[src/rtl/fp_iterative_divider.sv]
`default_nettype none
// ============================================================================
// fp_iterative_divider : sequential IEEE-754 single-precision divider
//   (restoring division, one quotient bit per clock, truncating pack)
// Revision 1.0
// ============================================================================
module fp_iterative_divider (
  input  logic        clk,
  input  logic        rst,
  input  logic        start,
  input  logic [31:0] a,
  input  logic [31:0] b,
  output logic        busy,
  output logic        done,
  output logic [31:0] result,
  output logic        div_by_zero
);

  typedef enum logic [1:0] {IDLE = 2'd0, DIV = 2'd1, NORM = 2'd2} state_t;

  localparam logic [31:0] C_QNAN = 32'h7FC0_0000;

  state_t             state_q, state_d;
  logic               busy_q, busy_d;
  logic               done_q, done_d;
  logic [31:0]        result_q, result_d;
  logic               dz_q, dz_d;
  logic [24:0]        r_q, r_d;
  logic [24:0]        q_q, q_d;
  logic [23:0]        mb_q, mb_d;
  logic signed [9:0]  ex_q, ex_d;
  logic               sign_q, sign_d;
  logic [4:0]         count_q, count_d;
  logic               spec_pend_q, spec_pend_d;
  logic [31:0]        spec_res_q, spec_res_d;
  logic               spec_dz_q, spec_dz_d;

  logic               a_ezero, b_ezero, a_emax, b_emax;
  logic               a_nan, b_nan, a_inf, b_inf, a_zero, b_zero;
  logic [7:0]         ea, eb;
  logic [23:0]        ma, mb;
  logic signed [9:0]  ex_in;
  logic               sign_in;
  logic               spec_hit, spec_dz;
  logic [31:0]        spec_val;
  logic               r_ge;
  logic [24:0]        r_rem;
  logic [31:0]        packed_val;

  assign a_ezero = ~|a[30:23];
  assign b_ezero = ~|b[30:23];
  assign a_emax  = &a[30:23];
  assign b_emax  = &b[30:23];
  assign a_nan   = a_emax & (|a[22:0]);
  assign b_nan   = b_emax & (|b[22:0]);
  assign a_inf   = a_emax & ~(|a[22:0]);
  assign b_inf   = b_emax & ~(|b[22:0]);
  assign a_zero  = a_ezero & ~(|a[22:0]);
  assign b_zero  = b_ezero & ~(|b[22:0]);
  assign ea      = a_ezero ? 8'd1 : a[30:23];
  assign eb      = b_ezero ? 8'd1 : b[30:23];
  assign ma      = {~a_ezero, a[22:0]};
  assign mb      = {~b_ezero, b[22:0]};
  assign ex_in   = {2'b00, ea} - {2'b00, eb} + 10'sd127;
  assign sign_in = a[31] ^ b[31];

  // Special-operand priority: NaN, inf/inf, 0/0, inf/x, x/0, 0/x, x/inf.
  always_comb begin
    spec_hit = 1'b1;
    spec_dz  = 1'b0;
    spec_val = C_QNAN;
    if (a_nan || b_nan || (a_inf && b_inf) || (a_zero && b_zero)) begin
      spec_val = C_QNAN;
    end else if (a_inf) begin
      spec_val = {sign_in, 8'hFF, 23'd0};
    end else if (b_zero) begin
      spec_val = {sign_in, 8'hFF, 23'd0};
      spec_dz  = 1'b1;
    end else if (a_zero || b_inf) begin
      spec_val = {sign_in, 31'd0};
    end else begin
      spec_hit = 1'b0;
    end
  end

  assign r_ge  = r_q >= {1'b0, mb_q};
  assign r_rem = r_ge ? (r_q - {1'b0, mb_q}) : r_q;

  always_comb begin
    if (ex_q >= 10'sd255) begin
      packed_val = {sign_q, 8'hFF, 23'd0};
    end else if (ex_q < 10'sd1) begin
      packed_val = {sign_q, 31'd0};
    end else begin
      packed_val = {sign_q, (q_q[24] ? ex_q[7:0] : 8'd0), q_q[23:1]};
    end
  end

  always_comb begin
    state_d     = state_q;
    busy_d      = busy_q;
    done_d      = 1'b0;
    result_d    = result_q;
    dz_d        = dz_q;
    r_d         = r_q;
    q_d         = q_q;
    mb_d        = mb_q;
    ex_d        = ex_q;
    sign_d      = sign_q;
    count_d     = count_q;
    spec_pend_d = spec_pend_q;
    spec_res_d  = spec_res_q;
    spec_dz_d   = spec_dz_q;
    case (state_q)
      IDLE: begin
        if (spec_pend_q) begin
          // Special results are held one cycle so they complete with latency 1.
          result_d    = spec_res_q;
          dz_d        = spec_dz_q;
          done_d      = 1'b1;
          busy_d      = 1'b0;
          spec_pend_d = 1'b0;
        end else if (start && !busy_q) begin
          busy_d  = 1'b1;
          sign_d  = sign_in;
          ex_d    = ex_in;
          mb_d    = mb;
          r_d     = {1'b0, ma};
          q_d     = 25'd0;
          count_d = 5'd0;
          if (spec_hit) begin
            spec_pend_d = 1'b1;
            spec_res_d  = spec_val;
            spec_dz_d   = spec_dz;
          end else begin
            state_d = DIV;
          end
        end
      end
      DIV: begin
        r_d     = r_rem << 1;
        q_d     = {q_q[23:0], r_ge};
        count_d = count_q + 5'd1;
        if (count_q == 5'd24) begin
          state_d = NORM;
        end
      end
      NORM: begin
        if (!q_q[24] && (ex_q > 10'sd1)) begin
          q_d  = q_q << 1;
          ex_d = ex_q - 10'sd1;
        end else begin
          result_d = packed_val;
          dz_d     = 1'b0;
          done_d   = 1'b1;
          busy_d   = 1'b0;
          state_d  = IDLE;
        end
      end
      default: state_d = IDLE;
    endcase
  end

  always_ff @(posedge clk) begin
    if (rst) begin
      state_q     <= IDLE;
      busy_q      <= 1'b0;
      done_q      <= 1'b0;
      result_q    <= 32'd0;
      dz_q        <= 1'b0;
      r_q         <= 25'd0;
      q_q         <= 25'd0;
      mb_q        <= 24'd0;
      ex_q        <= 10'sd0;
      sign_q      <= 1'b0;
      count_q     <= 5'd0;
      spec_pend_q <= 1'b0;
      spec_res_q  <= 32'd0;
      spec_dz_q   <= 1'b0;
    end else begin
      state_q     <= state_d;
      busy_q      <= busy_d;
      done_q      <= done_d;
      result_q    <= result_d;
      dz_q        <= dz_d;
      r_q         <= r_d;
      q_q         <= q_d;
      mb_q        <= mb_d;
      ex_q        <= ex_d;
      sign_q      <= sign_d;
      count_q     <= count_d;
      spec_pend_q <= spec_pend_d;
      spec_res_q  <= spec_res_d;
      spec_dz_q   <= spec_dz_d;
    end
  end

  assign busy        = busy_q;
  assign done        = done_q;
  assign result      = result_q;
  assign div_by_zero = dz_q;

endmodule
`default_nettype wire

[config.mk]
export PLATFORM = sky130hd
export DESIGN_NAME = fp_iterative_divider
export DESIGN_NICKNAME = d
export VERILOG_FILES = /design/src/rtl/fp_iterative_divider.sv
export SDC_FILE = /design/constraint.sdc
export NUM_CORES = 1
export LEC_CHECK = 0
export BUFFER_PORTS_ARGS = -buffer_cell sky130_fd_sc_hd__clkbuf_2
export CAP_MARGIN = 30
export CORE_MARGIN = 2
export CORE_UTILIZATION = 45
export DETAILED_ROUTE_END_ITERATION = 10
export MAX_ROUTING_LAYER = met4
export PLACE_DENSITY = 0.71
export SYNTH_ARGS = -nofsm -noshare
export SYNTH_HDL_FRONTEND = slang
export SYNTH_SLANG_ARGS = --single-unit
[constraint.sdc]
create_clock -name clk -period 3 [get_ports clk]
set_input_delay 0 -clock clk [delete_from_list [all_inputs] [get_ports clk]]
set_output_delay 0 -clock clk [all_outputs]
set_load 0.02 [all_outputs]
==> results of run 1 <==
## power by group through the flow
stage / Clock [mW] / Combinational, mW / Sequential (mW)
2_1_floorplan: 0 / 3.51 / 2.11
3_5_place_dp: 0 / 4.49 / 2.17
3_3_place_gp: 0 / 4.43 / 2.16
4_1_cts: 2.10 / 4.56 / 2.13
5_1_grt: 2.17 / 5.09 / 2.16
6_report: 2.08 / 4.63 / 2.14
## timing repair
item                                    4_1_cts  5_1_grt
endpoints found under the hold margin        38        0
resized for setup                             0        1
hold buffers                                 38        0
endpoints found under the setup margin        0        2
## per-stage QoR
| step | setup TNS [ns] | area (µm²) | utilization, % |
|---|---|---|---|
| detailed placement | 0 | 8870 | 49.5 |
| global placement | 0 | 8850 | 49.4 |
| CTS | 0 | 9830 | 54.9 |
| global route | -0.00691 | 9830 | 54.9 |
| finish | 0 | 9830 | 54.9 |
| floorplan | 0 | 8180 | - |
## logic make-up (layout without fill, tap and decap cells)
group / count (synthesis) / count (layout) / synth area share [%]
AO/OA/AOI/OAI: 303 / 303 / 24.5
XOR/XNOR: 32 / 32 / 3.43
adder cells (fa/ha/maj): 45 / 45 / 6.94
buffers and inverters: 130 / 254 / 6.85
flip-flops: 132 / 132 / 32.3
multiplexers: 9 / 9 / 1.10
AND/OR/NAND/NOR: 427 / 427 / 24.9
## cell usage in the layout, fill, tap and decap left out, types with 5 or more instances in the layout
cell type / instances
a21oi_1: 124
o21ai_0: 36
dfxtp_1: 132
nand3_1: 74
a221oi_1: 7
xnor2_1: 15
nand2b_1: 10
a21oi_2: 7
a21o_1: 20
and3_1: 9
inv_1: 52
o41ai_1: 7
nor4_1: 17
or2_2: 5
a22oi_1: 13
nor3b_1: 6
nor3_1: 26
dlygate4sd3_1: 38
o21a_1: 7
a211oi_1: 23
o31ai_1: 6
or3_1: 10
nor2_1: 73
xor2_1: 17
ha_1: 43
nor2b_1: 6
nand4_1: 16
clkbuf_2: 100
buf_4: 29
nand2_1: 151
o211ai_1: 7
clkbuf_16: 17
mux2i_1: 9
## tightest hold or removal path, delay by kind of cell
kind | cells | cell delay, ns
buf+inv | 1 | 0.09
compound gates | 2 | 0.10
simple gates | 2 | 0.22
## sequential cells by signal (all words and copies together), names as in the netlist
signal       count
div_by_zero      1
ex_q            10
count_q          5
spec_dz_q        1
spec_res_q       3
spec_pend_q      1
result          32
done             1
mb_q            24
q_q             25
busy             1
sign_q           1
r_q             25
state_q          2
## area by class of cell
type / count / area (µm²) / share of cell area [%]
timing repair buffer: 169 / 1130 / 11.5
clock inverter: 14 / 143 / 1.45
multi-input combinational: 816 / 4990 / 50.7
tap: 229 / 287 / 2.91
inverter: 53 / 199 / 2.02
sequential: 132 / 2640 / 26.9
clock buffer: 18 / 439 / 4.47
## worst max path at each step
| stage | start | end | slack, ns | depth (start not counted) |
|---|---|---|---|---|
| after floorplan | r_q[0] | r_q[21] | 0.48 | 11 |
| after global placement | r_q[0] | r_q[21] | 0.27 | 11 |
| after detailed placement | b[23] | ex_q[5] | 0.20 | 13 |
| after CTS | r_q[0] | r_q[21] | 0.20 | 11 |
| after global routing | r_q[0] | r_q[21] | -0.007 | 11 |
| final | r_q[0] | r_q[21] | 0.18 | 11 |
## layer usage
layer / global-route usage [%] / wire length (µm) / up-vias
met4: 8.08 / 502 / 0
met5: - / 0 / -
met2: 40.8 / 11200 / 270
met3: 4.42 / 1360 / 47
met1: 30.3 / 10200 / 3858
li1: - / - / 4087
==> summary.txt, run 1 <==
Run status
  • Status: complete, no violations

Clock network
  • CTS clk-pin slew, worst paths: 0.07 ns
  • CTS tree: built
  • Clk buf depth: 2
  • Skew-Pair Late Insertion Delay: 0.43 ns
  • Clock sink count: 132
  • Clk root buf: clkbuf_16
  • CTS Buf Count: 17
  • H-tree level count: 4
  • Post-CTS setup buffers: 0

Finish
  • Share of layout cells above drive strength 1: 16.3%
  • Final nets: 1300
  • Finished Layout Cells: 1431
  • Fill count: 1673
  • Area growth syn-to-layout: 20.1%
  • N_diodes: 0

Setup path
  • Critical Path RT: 3.33 ns
  • CP max FO: 3
  • CP endpoint kind: flop
  • Reg-to-Reg Start: r_q[0]
  • Crit-path max cell delay: 0.40 ns
  • Reg2Reg Depth: 11
  • Largest delay share family, worst path: compound AO/OA/AOI/OAI gates
  • CP arrival: 3.15 ns
  • WP buf/inv: 1
  • CP cell instances: inv_1 -> ha_1 -> fa_1 -> nand2b_1 -> a21oi_2 -> o41ai_2 -> o2111ai_1 -> o311ai_1 -> o32ai_2 -> xnor2_1 -> a2111oi_2
  • RR Endpoint: r_q[21]
  • Slowest-stage cell, CP: fa_1
  • Startpoint class of the critical path: flop
  • Reg2reg setup slack: 0.18 ns
  • WS Path Type: reg2reg

Pwr
  • Max VDD drop: 538 µV
  • P_leak: 3.90 nW
  • Reg power frac: 24.2%
  • P_int: 4.98 mW
  • Clock power frac: 23.5%
  • PwrDens: 899 nW/µm²
  • Sw frac: 43.7%
  • Combinational share of power: 52.4%
  • Net Sw Power: 3.86 mW
  • Power, Total: 8.84 mW

Yosys
  • Post-synthesis cell type count: 80
  • Most numerous cell in the Yosys netlist: nand2_1
  • Sequential fraction of the synthesis area: 32.3%
  • Post-synthesis cell count: 1078
  • Syn Nets: 1189
  • Synth Flop Type: dfxtp_1
  • FFs w/ async S/R, synth: 0%
  • Synth top cells by count: nand2_1, dfxtp_1, a21oi_1, nand3_1, nor2_1
  • Synth area leader: dfxtp_1
  • EDFF count, synth: 0
  • Synthesis Warnings: 0
  • Area share of the largest cell type after synthesis: 32.3%
  • Top cells by area, synth: dfxtp_1, a21oi_1, nand2_1, ha_1, nand3_1
  • Post-Syn Area per Cell: 7.59 µm²
  • Synthesized area: 8180 µm²
  • Seq cells post-synth: 132

Timing
  • Setup Viol. Count Final: 0
  • Headroom to the max-slew limit: 34.4%
  • Clock Skews: 0.0143 ns
  • Slew Limit Fails: 0
  • Final Hold Viols: 0
  • WHS: 0.0316 ns
  • F_max: 355 MHz
  • RSZ-0062 raised after global routing: true
  • Least-Margin Pin Slew: 0.959 ns
  • Final worst setup slack: 0.180 ns
  • Fin crit period: 2.82 ns
  • Final period util: 94.0%

Floorplanning
  • Die H: 139 µm
  • Core area: 17900 µm²
  • Num rows: 49
  • Die width: 139 µm
  • Initial Util: 45.7%
  • Die footprint: 19300 µm²
  • Num ports: 102

Drt
  • Vias per cell: 5.77
  • Antenna-violating nets left: 0
  • Via count: 8262
  • Initial DRC count: 600
  • DR pass1 iterations: 5
  • Routed WL: 23200 µm
  • DR WL/cell: 16.2 µm
  • DR DRC count: 0

Place
  • Place WS: 0.196 ns
  • Routability Congestion: 0.942
  • Port Buffer Count: 101
  • Hpwl dp: 16100 µm
  • Post-Place Cells: 1361

Global route
  • First-pass GRT wire length: 38200 µm
  • Largest net degree at the start of global routing: 66
  • Total GRT Usage: 24.6%
  • Vias in the first global route: 7852
  • Grt total ovfl: 0
  • Initial antenna violation count: 0

Min path
  • Worst hold path type: in2reg
  • Hold path startpoint: a[19]
  • Worst Hold Depth: 5
  • Hold Path Sink: r_q[19]

Job
  • Max cap viols: 0
Note: power is estimated with default switching activity, not from simulation.
==> run 2: changes to the inputs <==
--- a/config.mk
+++ b/config.mk
@@ -6,7 +6,7 @@
 export NUM_CORES = 1
 export LEC_CHECK = 0
 export BUFFER_PORTS_ARGS = -buffer_cell sky130_fd_sc_hd__clkbuf_2
-export CAP_MARGIN = 30
+export CAP_MARGIN = 20
 export CORE_MARGIN = 2
 export CORE_UTILIZATION = 45
 export DETAILED_ROUTE_END_ITERATION = 10
==> constraint.sdc (replaced) <==
create_clock -name clk -period 2.68 [get_ports clk]
set_input_delay 0 -clock clk [delete_from_list [all_inputs] [get_ports clk]]
set_output_delay 0 -clock clk [all_outputs]
set_load 0.02 [all_outputs]
==> run 2 against run 1 <==
Global-route usage is 1.5 points higher. Largest power group unchanged. Worst hold slack worse by 0.0077 ns. Clock power is 9% higher. Design area is 4.0% higher. Worst setup slack worse by 0.13 ns. Final cell count is 2.4% higher. Sequential power is 12% higher. Fmax is 7.3% higher. Largest cell class unchanged.
==> summary.txt, run 2 (synthesized netlist as in run 1, its figures left out) <==
Run status
  • Status: complete, no violations

Clock network
  • CTS clk-pin slew, worst paths: 0.06 ns
  • Clk root buf: clkbuf_16
  • Clk buf depth: 2
  • CTS tree: built
  • Clock sink count: 132
  • H-tree level count: 4
  • Skew-Pair Late Insertion Delay: 0.43 ns
  • CTS Buf Count: 17

Finish
  • N_diodes: 0
  • Flip-flop count of the largest register after layout: 32
  • Most common cell after layout, fill and taps aside: nand2_1
  • Fill count: 1664
  • Share of layout cells above drive strength 1: 19.2%
  • Most frequent cells in the layout: nand2_1, dfxtp_1, a21oi_1
  • Final nets: 1335
  • Area growth syn-to-layout: 24.9%

Setup path
  • WS Path Type: reg2reg
  • CP arrival: 2.95 ns
  • CP endpoint kind: flop
  • CP max FO: 3
  • Startpoint class of the critical path: flop
  • Crit path capture: r_q[21]
  • Setup crit start: r_q[0]
  • Critical Path RT: 3.00 ns
  • RR Endpoint: r_q[21]
  • Reg-to-Reg Start: r_q[0]
  • Reg2reg setup slack: 0.05 ns
  • Reg2Reg Depth: 11

Pwr
  • P_leak: 4.09 nW
  • Reg power frac: 22.8%
  • Sw frac: 44.3%
  • Max VDD drop: 641 µV
  • Power, Total: 10.5 mW
  • PwrDens: 1030 nW/µm²
  • Clock power frac: 21.6%
  • Net Sw Power: 4.66 mW
  • Combinational share of power: 55.6%
  • P_int: 5.85 mW

Job
  • Max cap viols: 0

Timing
  • Headroom to the max-slew limit: 35.9%
  • F_max: 381 MHz
  • Sum of negative setup slack: 0 ns
  • Clock Skews: 0.00943 ns
  • Fin crit period: 2.63 ns
  • Final Hold Viols: 0
  • RSZ-0062 raised after global routing: true
  • Slew Limit Fails: 0
  • Setup Viol. Count Final: 0
  • Least-Margin Pin Slew: 0.938 ns
  • Final period util: 98.0%

Global route
  • Total GRT Usage: 26.1%
  • Vias in the first global route: 8344
  • Grt total ovfl: 0
  • Grt met2 use: 43.6%
  • Met3 GRT Util: 4.90%
  • Met1 Track Usage GR: 31.8%
  • First-pass GRT wire length: 40400 µm
  • Initial antenna violation count: 0
  • GR peak layer: met2
  • Largest net degree at the start of global routing: 59

Floorplanning
  • Die width: 139 µm
  • Initial Util: 45.7%
  • Num rows: 49
  • Die footprint: 19300 µm²
  • Die H: 139 µm
  • Core area: 17900 µm²
  • Num ports: 102

Place
  • Port Buffer Count: 101
  • Routability Congestion: 0.966
  • Hpwl dp: 16800 µm

Drt
  • Initial DRC count: 637
  • Vias per cell: 5.79
  • Via count: 8487
  • DR pass1 iterations: 5
  • DR DRC count: 0
  • DR WL/cell: 16.7 µm
  • Routed WL: 24400 µm
  • Antenna-violating nets left: 0

Min path
  • Worst hold path type: in2reg
## run 2: changes by cell type in the layout (fill, tap and decap cells not counted), moves of 2 or more
cell,change
buf_4,+23
dlygate4sd3_1,+10
clkinv_4,-4
a211oi_1,-3
a211oi_2,+3
a21oi_1,-3
buf_12,+3
ha_1,-3
ha_2,+3
inv_8,+3
a21oi_2,+2
clkinvlp_4,+2
## run 2: final cells by class
class | count | area (µm²) | share of cell area [%]
inverter | 53 | 199 | 1.95
timing repair buffer | 204 | 1450 | 14.2
multi-input combinational | 816 | 5080 | 49.7
sequential | 132 | 2640 | 25.9
clock inverter | 15 | 135 | 1.32
clock buffer | 17 | 425 | 4.16
tap | 229 | 287 | 2.80
## run 2: timing repair
item | CTS | global route
endpoints found under the setup margin | 1 | 13
pin swaps | 4 | 7
hold buffers | 48 | 0
hold endpoints to repair | 46 | 0
gates resized for setup | 2 | 19
buffers inserted | 1 | 2
gates cloned | 0 | 0
## run 2: critical path, cell delays in order, from the launching register on
cell,delay (ns)
dfxtp_1,0.33
inv_1,0.05
ha_1,0.24
fa_2,0.36
nand2b_1,0.17
a21oi_2,0.18
o41ai_2,0.10
o2111ai_2,0.21
o311ai_2,0.17
o32ai_2,0.25
xnor2_1,0.11
a2111oi_2,0.35
## run 2: how the worst min path moves through the flow
stage | depth (start not counted) | endpoint | start
after floorplan | 2 | mb_q[10] | b[10]
after global placement | 3 | mb_q[20] | b[20]
after detailed placement | 3 | mb_q[4] | b[4]
after CTS | 3 | r_q[1] | a[1]
after global routing | 3 | r_q[1] | a[1]
final | 4 | r_q[11] | a[11]
## run 2: power groups by stage
| stage | registers [mW] | clock network (mW) | logic (mW) |
|---|---|---|---|
| global route | 2.41 | 2.38 | 6.37 |
| finish | 2.39 | 2.27 | 5.84 |
| floorplan | 2.37 | 0 | 3.92 |
| CTS | 2.38 | 2.30 | 5.50 |
| detailed placement | 2.42 | 0 | 5.35 |
| global placement | 2.41 | 0 | 5.30 |
## run 2: layer usage
| metal | vias up | part of all wire (%) |
|---|---|---|
| li1 | 4148 | - |
| met1 | 4052 | 44 |
| met2 | 241 | 49 |
| met3 | 46 | 5.2 |
| met4 | 0 | 2.4 |
| met5 | - | 0 |
## run 2: per-stage QoR
step / hold WS, ns / worst slack (ns) / utilization (%) / std cells / area, µm²
after floorplan: 0.136 / 0.159 / - / 1078 / 8180
after global placement: 0.243 / 0.0432 / 50.6 / 1383 / 9060
after detailed placement: 0.245 / -0.0605 / 50.6 / 1383 / 9060
after CTS: 0.000700 / 0.0247 / 56.5 / 1464 / 10100
after global routing: 0.0253 / -0.0972 / 57.1 / 1466 / 10200
final: 0.0240 / 0.0529 / 57.1 / 1466 / 10200
==> run 3: changes to the inputs <==
--- a/config.mk
+++ b/config.mk
@@ -10,8 +10,10 @@
 export CORE_MARGIN = 2
 export CORE_UTILIZATION = 45
 export DETAILED_ROUTE_END_ITERATION = 10
+export GPL_TIMING_DRIVEN = 0
 export MAX_ROUTING_LAYER = met4
 export PLACE_DENSITY = 0.71
+export SLEW_MARGIN = 5
 export SYNTH_ARGS = -nofsm -noshare
 export SYNTH_HDL_FRONTEND = slang
 export SYNTH_SLANG_ARGS = --single-unit
==> constraint.sdc (replaced) <==
create_clock -name clk -period 3.1 [get_ports clk]
set_input_delay 0 -clock clk [delete_from_list [all_inputs] [get_ports clk]]
set_output_delay 0 -clock clk [all_outputs]
set_load 0.02 [all_outputs]
==> run 3 against run 2 <==
Register-to-register slack improved by 0.17 ns. Via count rose by 1.8%. Die area did not move. Clock power fell by 12%. Fmax fell by 8.5%. Global-route usage rose by 1.3 points. Critical endpoint unchanged. Largest cell class unchanged.
==> summary.txt, run 3 (synthesized netlist as in run 1, its figures left out) <==
Finish
  • Area growth syn-to-layout: 22.0%
  • N_diodes: 0
  • Design area: 9980 µm²
  • Finished Layout Cells: 1480
  • Final nets: 1349
  • Most common cell after layout, fill and taps aside: nand2_1
  • Flip-flop count of the largest register after layout: 32
  • Share of layout cells above drive strength 1: 16.1%
  • Most frequent cells in the layout: nand2_1, dfxtp_1, a21oi_1

Timing
  • Final period util: 92.7%
  • Final worst setup slack: 0.228 ns
  • RSZ-0062 raised after global routing: false
  • F_max: 348 MHz
  • Headroom to the max-slew limit: 23.8%
  • Sum of negative setup slack: 0 ns
  • Final Hold Viols: 0
  • Fin crit period: 2.87 ns
  • Least-Margin Pin Slew: 1.11 ns
  • Slew Limit Fails: 0
  • Clock Skews: 0.00957 ns
  • Setup Viol. Count Final: 0

Place
  • Port Buffer Count: 100
  • Post-Place Cells: 1407
  • Hpwl dp: 18500 µm
  • Routability Congestion: 0.970
  • Cell Area, Placed: 8970 µm²
  • Place WS: 0.153 ns

Drt
  • Via count: 8642
  • Antenna-violating nets left: 0
  • Initial DRC count: 704
  • Vias per cell: 5.84
  • DR WL/cell: 17.4 µm
  • DR pass1 iterations: 5
  • Routed WL: 25700 µm
  • DR DRC count: 0

Floorplanning
  • Num rows: 49
  • Die H: 139 µm
  • Die footprint: 19300 µm²
  • Die width: 139 µm
  • Num ports: 102
  • Initial Util: 45.7%
  • Core area: 17900 µm²

Global route
  • First-pass GRT wire length: 41800 µm
  • Initial antenna violation count: 0
  • Largest net degree at the start of global routing: 17
  • Total GRT Usage: 27.4%
  • Vias in the first global route: 8272
  • Grt total ovfl: 0

Run status
  • Status: complete, no violations

Job
  • Max cap viols: 0

Pwr
  • Max VDD drop: 745 µV
  • P_leak: 3.95 nW
  • PwrDens: 873 nW/µm²

Clock network
  • Clk root buf: clkbuf_16
  • CTS tree: built
  • CTS Buf Count: 17
  • Clock sink count: 132
  • H-tree level count: 4
  • CTS clk-pin slew, worst paths: 0.07 ns
  • Skew-Pair Late Insertion Delay: 0.43 ns
  • Clk buf depth: 2

Setup path
  • CP endpoint kind: flop
  • CP max FO: 3
  • Setup crit start: r_q[0]
  • Critical Path RT: 3.42 ns
  • RR Endpoint: r_q[21]
  • Reg-to-Reg Start: r_q[0]
  • WS Path Type: reg2reg
  • Startpoint class of the critical path: flop
  • Reg2Reg Depth: 11
  • Reg2reg setup slack: 0.23 ns
  • CP arrival: 3.20 ns

Min path
  • Worst hold path type: in2reg
  • Worst Hold Depth: 4
  • Hold path startpoint: a[11]
  • Hold Path Sink: r_q[11]
==> run 3: cell types whose count changed in the layout (fill, tap and decap cells not counted), moves of 4 or more <==
cell,previous run,this run
dlygate4sd3_1,48,40
buf_4,52,10
clkbuf_1,0,37
buf_12,4,0
buf_1,0,5
buf_2,0,23
==> run 3: how the worst max path moves through the flow <==
stage / depth (start not counted) / slack (ns) / end
5_1_grt: 11 / 0.007 / r_q[17]
3_5_place_dp: 11 / 0.15 / r_q[21]
2_1_floorplan: 11 / 0.58 / r_q[21]
3_3_place_gp: 11 / 0.20 / r_q[21]
4_1_cts: 11 / 0.13 / r_q[21]
6_report: 11 / 0.23 / r_q[21]
==> run 3: critical path: stages, from the launching register on <==
cell and delay, ns:
dfxtp_1 0.35, inv_1 0.05, ha_1 0.22, fa_1 0.42
nand2b_1 0.19, a21oi_2 0.21, o41ai_2 0.12, o2111ai_2 0.26
o311ai_4 0.17, o32ai_2 0.27, xnor2_1 0.14, a2111oi_2 0.35
==> run 3: repair_timing <==
item	in CTS	in global routing
hold endpoints to repair	41	0
endpoints found under the setup margin	0	1
resized for setup	0	3
hold buffers	40	0
setup buffers	0	1
==> run 3: where the power goes <==
| part | internal, mW | switching (mW) | leakage, nW |
|---|---|---|---|
| Clock | 1.15 | 0.852 | 0.279 |
| Sequential | 1.89 | 0.170 | 1.07 |
| Combinational | 1.77 | 2.89 | 2.60 |
| Total | 4.81 | 3.91 | 3.95 |
==> run 3: final cells by class <==
class	instances	area, µm²
Fill cell	1700	7920
Clock inverter	14	141
Multi-Input combinational cell	816	5000
Buffer	77	362
Inverter	53	199
Tap cell	229	287
Timing Repair Buffer	141	908
Clock buffer	18	439
Sequential cell	132	2640
==> run 3: per-stage QoR <==
step                hold WS, ns  utilization [%]  total power [mW]
finish                  0.00866             55.8              8.72
CTS                     0.00515             55.6              8.55
detailed placement        0.247             50.1              6.50
global route             0.0214             55.8              9.25
global placement          0.243             50.1              6.47
floorplan                 0.136                -              5.44
==> run 3: per-layer routing <==
metal	wire [µm]	vias up	track usage, %
met2	12000	340	43.8
met5	0	-	-
li1	-	4179	-
met3	1800	74	5.04
met4	873	0	11.2
met1	11000	4049	34.3
